<file path="config.mk">
export PLATFORM = sky130hd
export DESIGN_NAME = operand_regfile_flat
export DESIGN_NICKNAME = d
export VERILOG_FILES = /design/src/rtl/operand_regfile_pkg.sv /design/src/rtl/operand_regfile_if.sv /design/src/rtl/operand_regfile.sv /design/src/flat_wrapper.sv
export SDC_FILE = /design/constraint.sdc
export NUM_CORES = 1
export LEC_CHECK = 0
export ABC_AREA = 1
export CORE_MARGIN = 5
export CORE_UTILIZATION = 35
export CTS_CLUSTER_SIZE = 20
export DETAILED_ROUTE_END_ITERATION = 8
export GPL_TIMING_DRIVEN = 0
export PLACE_DENSITY = 0.6
export SYNTH_ARGS = -nofsm -noshare
export SYNTH_HDL_FRONTEND = slang
export SYNTH_SLANG_ARGS = --single-unit
</file>
<file path="constraint.sdc">
create_clock -name Clk -period 2.86 [get_ports Clk]
set_input_delay 0.286 -clock Clk [delete_from_list [all_inputs] [get_ports Clk]]
set_output_delay 0.286 -clock Clk [all_outputs]
set_load 0.1 [all_outputs]
</file>
<file path="src/rtl/operand_regfile_pkg.sv">
// Shared types and sizes for the 8-bit core operand register file.
package operand_regfile_pkg;

    localparam int REG_W    = 8;
    localparam int NUM_REGS = 16;

    typedef logic [3:0]       reg_addr_t;
    typedef logic [REG_W-1:0] word_t;

endpackage

</file>
<file path="src/rtl/operand_regfile_if.sv">
// Read, write and flag bus between the core datapath and the operand register file.
import operand_regfile_pkg::*;

interface operand_regfile_if;

    reg_addr_t RdAddrA;
    reg_addr_t RdAddrB;
    word_t     RdDataA;
    word_t     RdDataB;
    word_t     RdDataC;

    logic      WrEnAlu;
    reg_addr_t WrAddrAlu;
    word_t     WrDataAlu;

    logic      WrEnLd;
    reg_addr_t WrAddrLd;
    word_t     WrDataLd;

    logic      OvWrEn;
    logic      OvIn;
    logic      OvFlag;

    modport master (
        output RdAddrA, RdAddrB,
        input  RdDataA, RdDataB, RdDataC,
        output WrEnAlu, WrAddrAlu, WrDataAlu,
        output WrEnLd, WrAddrLd, WrDataLd,
        output OvWrEn, OvIn,
        input  OvFlag
    );

    modport slave (
        input  RdAddrA, RdAddrB,
        output RdDataA, RdDataB, RdDataC,
        input  WrEnAlu, WrAddrAlu, WrDataAlu,
        input  WrEnLd, WrAddrLd, WrDataLd,
        input  OvWrEn, OvIn,
        output OvFlag
    );

endinterface

</file>
<file path="src/rtl/operand_regfile.sv">
// Architectural register file plus overflow flag feeding the ALU sources.
// Define RF_BYPASS_EN for same-cycle write-to-read forwarding.
import operand_regfile_pkg::*;

module operand_regfile #(
    parameter int W         = REG_W,
    parameter int NREGS     = NUM_REGS,
    parameter int SRC_C_IDX = 15
) (
    input logic              Clk,
    input logic              Reset_n,
    operand_regfile_if.slave bus
);

    localparam reg_addr_t C_ADDR = reg_addr_t'(SRC_C_IDX);

    logic [W-1:0] regs [NREGS];
    logic         ov_q;

    logic         ld_ok;
    logic         alu_ok;
    logic [W-1:0] stored_a;
    logic [W-1:0] stored_b;
    logic [W-1:0] stored_c;

    // Out-of-range destinations never match a register and are dropped.
    assign ld_ok  = bus.WrEnLd  && (int'(bus.WrAddrLd)  < NREGS);
    assign alu_ok = bus.WrEnAlu && (int'(bus.WrAddrAlu) < NREGS);

    always_ff @(posedge Clk or negedge Reset_n) begin
        if (!Reset_n) begin
            for (int i = 0; i < NREGS; i++) begin
                regs[i] <= '0;
            end
            ov_q <= 1'b0;
        end else begin
            for (int i = 0; i < NREGS; i++) begin
                if (ld_ok && bus.WrAddrLd == reg_addr_t'(i)) begin
                    regs[i] <= bus.WrDataLd;
                end else if (alu_ok && bus.WrAddrAlu == reg_addr_t'(i)) begin
                    regs[i] <= bus.WrDataAlu;
                end
            end
            if (bus.OvWrEn) begin
                ov_q <= bus.OvIn;
            end
        end
    end

    assign stored_a = (int'(bus.RdAddrA) < NREGS) ? regs[bus.RdAddrA] : '0;
    assign stored_b = (int'(bus.RdAddrB) < NREGS) ? regs[bus.RdAddrB] : '0;
    assign stored_c = (SRC_C_IDX < NREGS) ? regs[C_ADDR] : '0;

`ifdef RF_BYPASS_EN
    // Load data has priority over the ALU result, same as on the write edge.
    always_comb begin
        bus.RdDataA = stored_a;
        bus.RdDataB = stored_b;
        bus.RdDataC = stored_c;
        bus.OvFlag  = bus.OvWrEn ? bus.OvIn : ov_q;
        if (ld_ok && bus.WrAddrLd == bus.RdAddrA) begin
            bus.RdDataA = bus.WrDataLd;
        end else if (alu_ok && bus.WrAddrAlu == bus.RdAddrA) begin
            bus.RdDataA = bus.WrDataAlu;
        end
        if (ld_ok && bus.WrAddrLd == bus.RdAddrB) begin
            bus.RdDataB = bus.WrDataLd;
        end else if (alu_ok && bus.WrAddrAlu == bus.RdAddrB) begin
            bus.RdDataB = bus.WrDataAlu;
        end
        if (ld_ok && bus.WrAddrLd == C_ADDR) begin
            bus.RdDataC = bus.WrDataLd;
        end else if (alu_ok && bus.WrAddrAlu == C_ADDR) begin
            bus.RdDataC = bus.WrDataAlu;
        end
    end
`else
    always_comb begin
        bus.RdDataA = stored_a;
        bus.RdDataB = stored_b;
        bus.RdDataC = stored_c;
        bus.OvFlag  = ov_q;
    end
`endif

endmodule
</file>
<file path="src/flat_wrapper.sv">
// flat-port wrapper written by rule: the top's interface ports become plain ports
module operand_regfile_flat 
#(
    parameter int W         = REG_W,
    parameter int NREGS     = NUM_REGS,
    parameter int SRC_C_IDX = 15
)
  (Clk, Reset_n, bus_RdAddrA, bus_RdAddrB, bus_RdDataA, bus_RdDataB, bus_RdDataC, bus_WrEnAlu, bus_WrAddrAlu, bus_WrDataAlu, bus_WrEnLd, bus_WrAddrLd, bus_WrDataLd, bus_OvWrEn, bus_OvIn, bus_OvFlag);
  operand_regfile_if bus_i ();
  input logic Clk;
  input logic Reset_n;
  input wire logic [$bits(bus_i.RdAddrA)-1:0] bus_RdAddrA;
  input wire logic [$bits(bus_i.RdAddrB)-1:0] bus_RdAddrB;
  output wire logic [$bits(bus_i.RdDataA)-1:0] bus_RdDataA;
  output wire logic [$bits(bus_i.RdDataB)-1:0] bus_RdDataB;
  output wire logic [$bits(bus_i.RdDataC)-1:0] bus_RdDataC;
  input wire logic [$bits(bus_i.WrEnAlu)-1:0] bus_WrEnAlu;
  input wire logic [$bits(bus_i.WrAddrAlu)-1:0] bus_WrAddrAlu;
  input wire logic [$bits(bus_i.WrDataAlu)-1:0] bus_WrDataAlu;
  input wire logic [$bits(bus_i.WrEnLd)-1:0] bus_WrEnLd;
  input wire logic [$bits(bus_i.WrAddrLd)-1:0] bus_WrAddrLd;
  input wire logic [$bits(bus_i.WrDataLd)-1:0] bus_WrDataLd;
  input wire logic [$bits(bus_i.OvWrEn)-1:0] bus_OvWrEn;
  input wire logic [$bits(bus_i.OvIn)-1:0] bus_OvIn;
  output wire logic [$bits(bus_i.OvFlag)-1:0] bus_OvFlag;
  assign bus_i.RdAddrA = bus_RdAddrA;
  assign bus_i.RdAddrB = bus_RdAddrB;
  assign bus_RdDataA = bus_i.RdDataA;
  assign bus_RdDataB = bus_i.RdDataB;
  assign bus_RdDataC = bus_i.RdDataC;
  assign bus_i.WrEnAlu = bus_WrEnAlu;
  assign bus_i.WrAddrAlu = bus_WrAddrAlu;
  assign bus_i.WrDataAlu = bus_WrDataAlu;
  assign bus_i.WrEnLd = bus_WrEnLd;
  assign bus_i.WrAddrLd = bus_WrAddrLd;
  assign bus_i.WrDataLd = bus_WrDataLd;
  assign bus_i.OvWrEn = bus_OvWrEn;
  assign bus_i.OvIn = bus_OvIn;
  assign bus_OvFlag = bus_i.OvFlag;
  operand_regfile #(.W(W), .NREGS(NREGS), .SRC_C_IDX(SRC_C_IDX)) u_core (.Clk(Clk), .Reset_n(Reset_n), .bus(bus_i));
endmodule
</file>
==> results.ini <==
[worst_setup_path]
startpoint_type = input port
cp_data_required_time_ns = 2.57
r2r_cells = 2
critPathKind = input port to primary output
path_max_fanout = 10
r2r-end = u_core.bus.RdDataC[7]$_DFFE_PN0P_
cp.arrival_ns = 2.54
end_kind = primary output
r2r_slack_ns = 2.05
r2r-start = u_core.bus.RdDataC[7]$_DFFE_PN0P_

[place]
place_ws_ns = -0.7935
dpl_cell_area_sq_um = 10080
portBuffers = 45
dp_hpwl_microns = 34900
gp_congestion = 1.029

[power_and_ir_drop]
p_leak_nw = 5.344
p_int_mw = 4.311
vdd_drop_max_mv = 0.3625
p_switching_mw = 3.186
power_density_nw_per_um2 = 701.3
pwr-share-clk_pct = 31.8
swShare_pct = 42.50
share_comb_of_total_power_pct = 35.5
pwr-share-seq_pct = 32.7

[yosys]
yosysTopAreaCell = dfrtp_1
synth.area.mux_share_pct = 0.1227
synthAdderAreaFrac_pct = 0
yosys.area_share.simple_pct = 46.47
synth_top_area_share_pct = 35.17
ys_warn_count = 0
synthCells = 1478
synth_cell_types = 24
yosysSeqAreaShare_pct = 35.17
syn_nets = 1516
synth_top_family_by_area = simple AND/OR/NAND/NOR gates
synth_compound_area_share_pct = 6.679
avgSynthCellArea_sq_um = 6.210
synth_seq_cells = 129
synth_area_leaders = dfrtp_1, nand2_1, nand3_1
syn-cell-area_sq_um = 9179
synth_xor_area_share_pct = 0

[layout]
n_antenna_cell = 0
post-route-cell-area_sq_um = 10690
num-fill-cells = 2810
nets = 1582
seq_area_sq_um = 3228
multi_input_area_sq_um = 4890
syn2layout_area_growth_pct = 16.47
drive_gt1_share_pct = 8.226

[hold_path]
hold_class = input port to async pin

[die]
fp.dieW_microns = 171.9
dieArea_sq_um = 29560
floorplan.initialDensity_pct = 35.42
core_sq_um = 25910
fp.dieH_microns = 171.9
rows = 59
ioPinCount = 63

[clock_tree]
numCtsBuffers = 17
cts_tree = done
postCtsSetupBuffers = 0
clock_latency_ns = 0.44
path_clk_slew_ns = 0.07
clock-sinks = 129
ctsLongestPathBuffers = 2
h-tree-depth = 4
ctsRootBufferMaster = clkbuf_16

[global_routing]
grt_pass1_wl_microns = 67430
track_usage_pct = 31.81
grt_max_degree = 82
antenna_found_initial = 0
grt_pass1_vias = 9974
grt_overflow = 0

[routing]
ant_nets = 0
vias_per_cell = 5.692
wl_per_cell_microns = 25.01
dr.first_iter.drc_count = 1439
num_vias = 10763
drc = 0
dr.pass1.iters = 5
drt_wl_total_microns = 47300

[sta]
final_hold_viol_count = 0
relSlewSlack_pct = 29.85
fin_ws_ns = 0.03779
skew_ns = 0
maxSlewViolCount = 0
worst_pin_slew_ns = 1.052
grt_setup_unrepaired = no
final-setup-viol-count = 0
clock.fmax_mhz = 354.3
post-route-period-util_pct = 98.68
post-route-min-period_ns = 2.822
tns_ns = 0

[flow_run]
maxCapViolations = 0

[outcome]
outcome = complete, no violations

## state kept, by name, summed over array words and instances (netlist names)
register	cells
u_core.regs	120
u_core.bus.OvFlag	1
u_core.bus.RdDataC	8
## per-stage QoR
step           power, mW  cells  util [%]  hold slack, ns
2_1_floorplan      4.159   1478         -       -0.009591
3_3_place_gp       5.088   1858     38.78          0.4673
3_5_place_dp       5.112   1859     38.89          0.2678
4_1_cts            7.469   1891     41.38          0.3851
5_1_grt            7.794   1891     41.26          0.4020
6_report           7.497   1891     41.26          0.3534
## routing by layer
| layer | up-vias | wire (microns) | part of all wire (%) | global-route usage (%) |
|---|---|---|---|---|
| met5 | - | 0 | 0 | 0 |
| met4 | 0 | 2661 | 5.6 | 15.69 |
| met3 | 124 | 4696 | 9.9 | 6.561 |
| met2 | 665 | 20830 | 44 | 49.28 |
| met1 | 5117 | 19120 | 40 | 42.37 |
| li1 | 4857 | - | - | - |
## cell families (layout without fill, tap and decap cells)
kind of cell           Yosys count  count (layout)
buffers and inverters          261             339
and+or+nand+nor                980             980
muxes                            1               1
DFF                            129             129
AOI/OAI and AO/OA              107             107
## final cells by class
class                   instances  area share, %
multi-input cells            1088          45.74
flip-flops and latches        129          30.20
inverters                     179          6.285
repair buffers                 47          4.295
clock buffers                  17          3.979
well taps                     335          3.921
plain buffers                  82          3.897
clock inverters                14          1.685
## power groups by stage
stage	logic (mW)	registers [mW]	clock network [mW]
floorplan	1.73	2.43	0
global placement	2.61	2.48	0
detailed placement	2.63	2.48	0
CTS	2.64	2.45	2.38
global route	2.85	2.50	2.45
finish	2.66	2.45	2.38
## timing repair
item / 4_1_cts / 5_1_grt
gates cloned: 0 / 0
gates resized for setup: 63 / 26
hold buffers: 1 / 0
endpoints found under the setup margin: 16 / 15
endpoints found under the hold margin: 48 / 0
## synth_stat cells (all sizes together)
cell type  number
clkbuf         40
o21ai          70
dfrtp         129
buf            42
a21oi           9
nand2         556
mux2            1
clkinv          6
o211ai         28
inv           173
nor2           45
nand3         379
## cell usage in the layout, fill, tap and decap left out, drive strengths merged, types with 3 or more instances in the layout
master and n:
nand3 379, o211ai 28, buf 50, clkdlybuf4s15 8, dfrtp 129, inv 177
a21oi 9, clkinv 12, o21ai 70, nor2 45, bufinv 3, clkdlybuf4s50 28
nand2 556, clkbuf 59
## worst max path at each step
stage | start | endpoint
finish | bus_RdAddrA[1] | bus_RdDataA[7]
global route | bus_RdAddrA[1] | bus_RdDataA[1]
CTS | bus_RdAddrB[0] | bus_RdDataB[6]
detailed placement | bus_RdAddrB[0] | bus_RdDataB[6]
global placement | Reset_n | u_core.regs[62]$_DFFE_PN0P_
floorplan | bus_RdAddrA[1] | bus_RdDataA[1]
## worst max-delay path, stage by stage
cell and delay, ns:
clkbuf_1 0.18, inv_1 0.18, clkbuf_1 0.66, nand3_1 0.18
nand3_1 0.12, nand3_1 0.20, nand2_1 0.15, clkdlybuf4s15_2 0.56
Note: power is estimated with default switching activity, not from simulation.
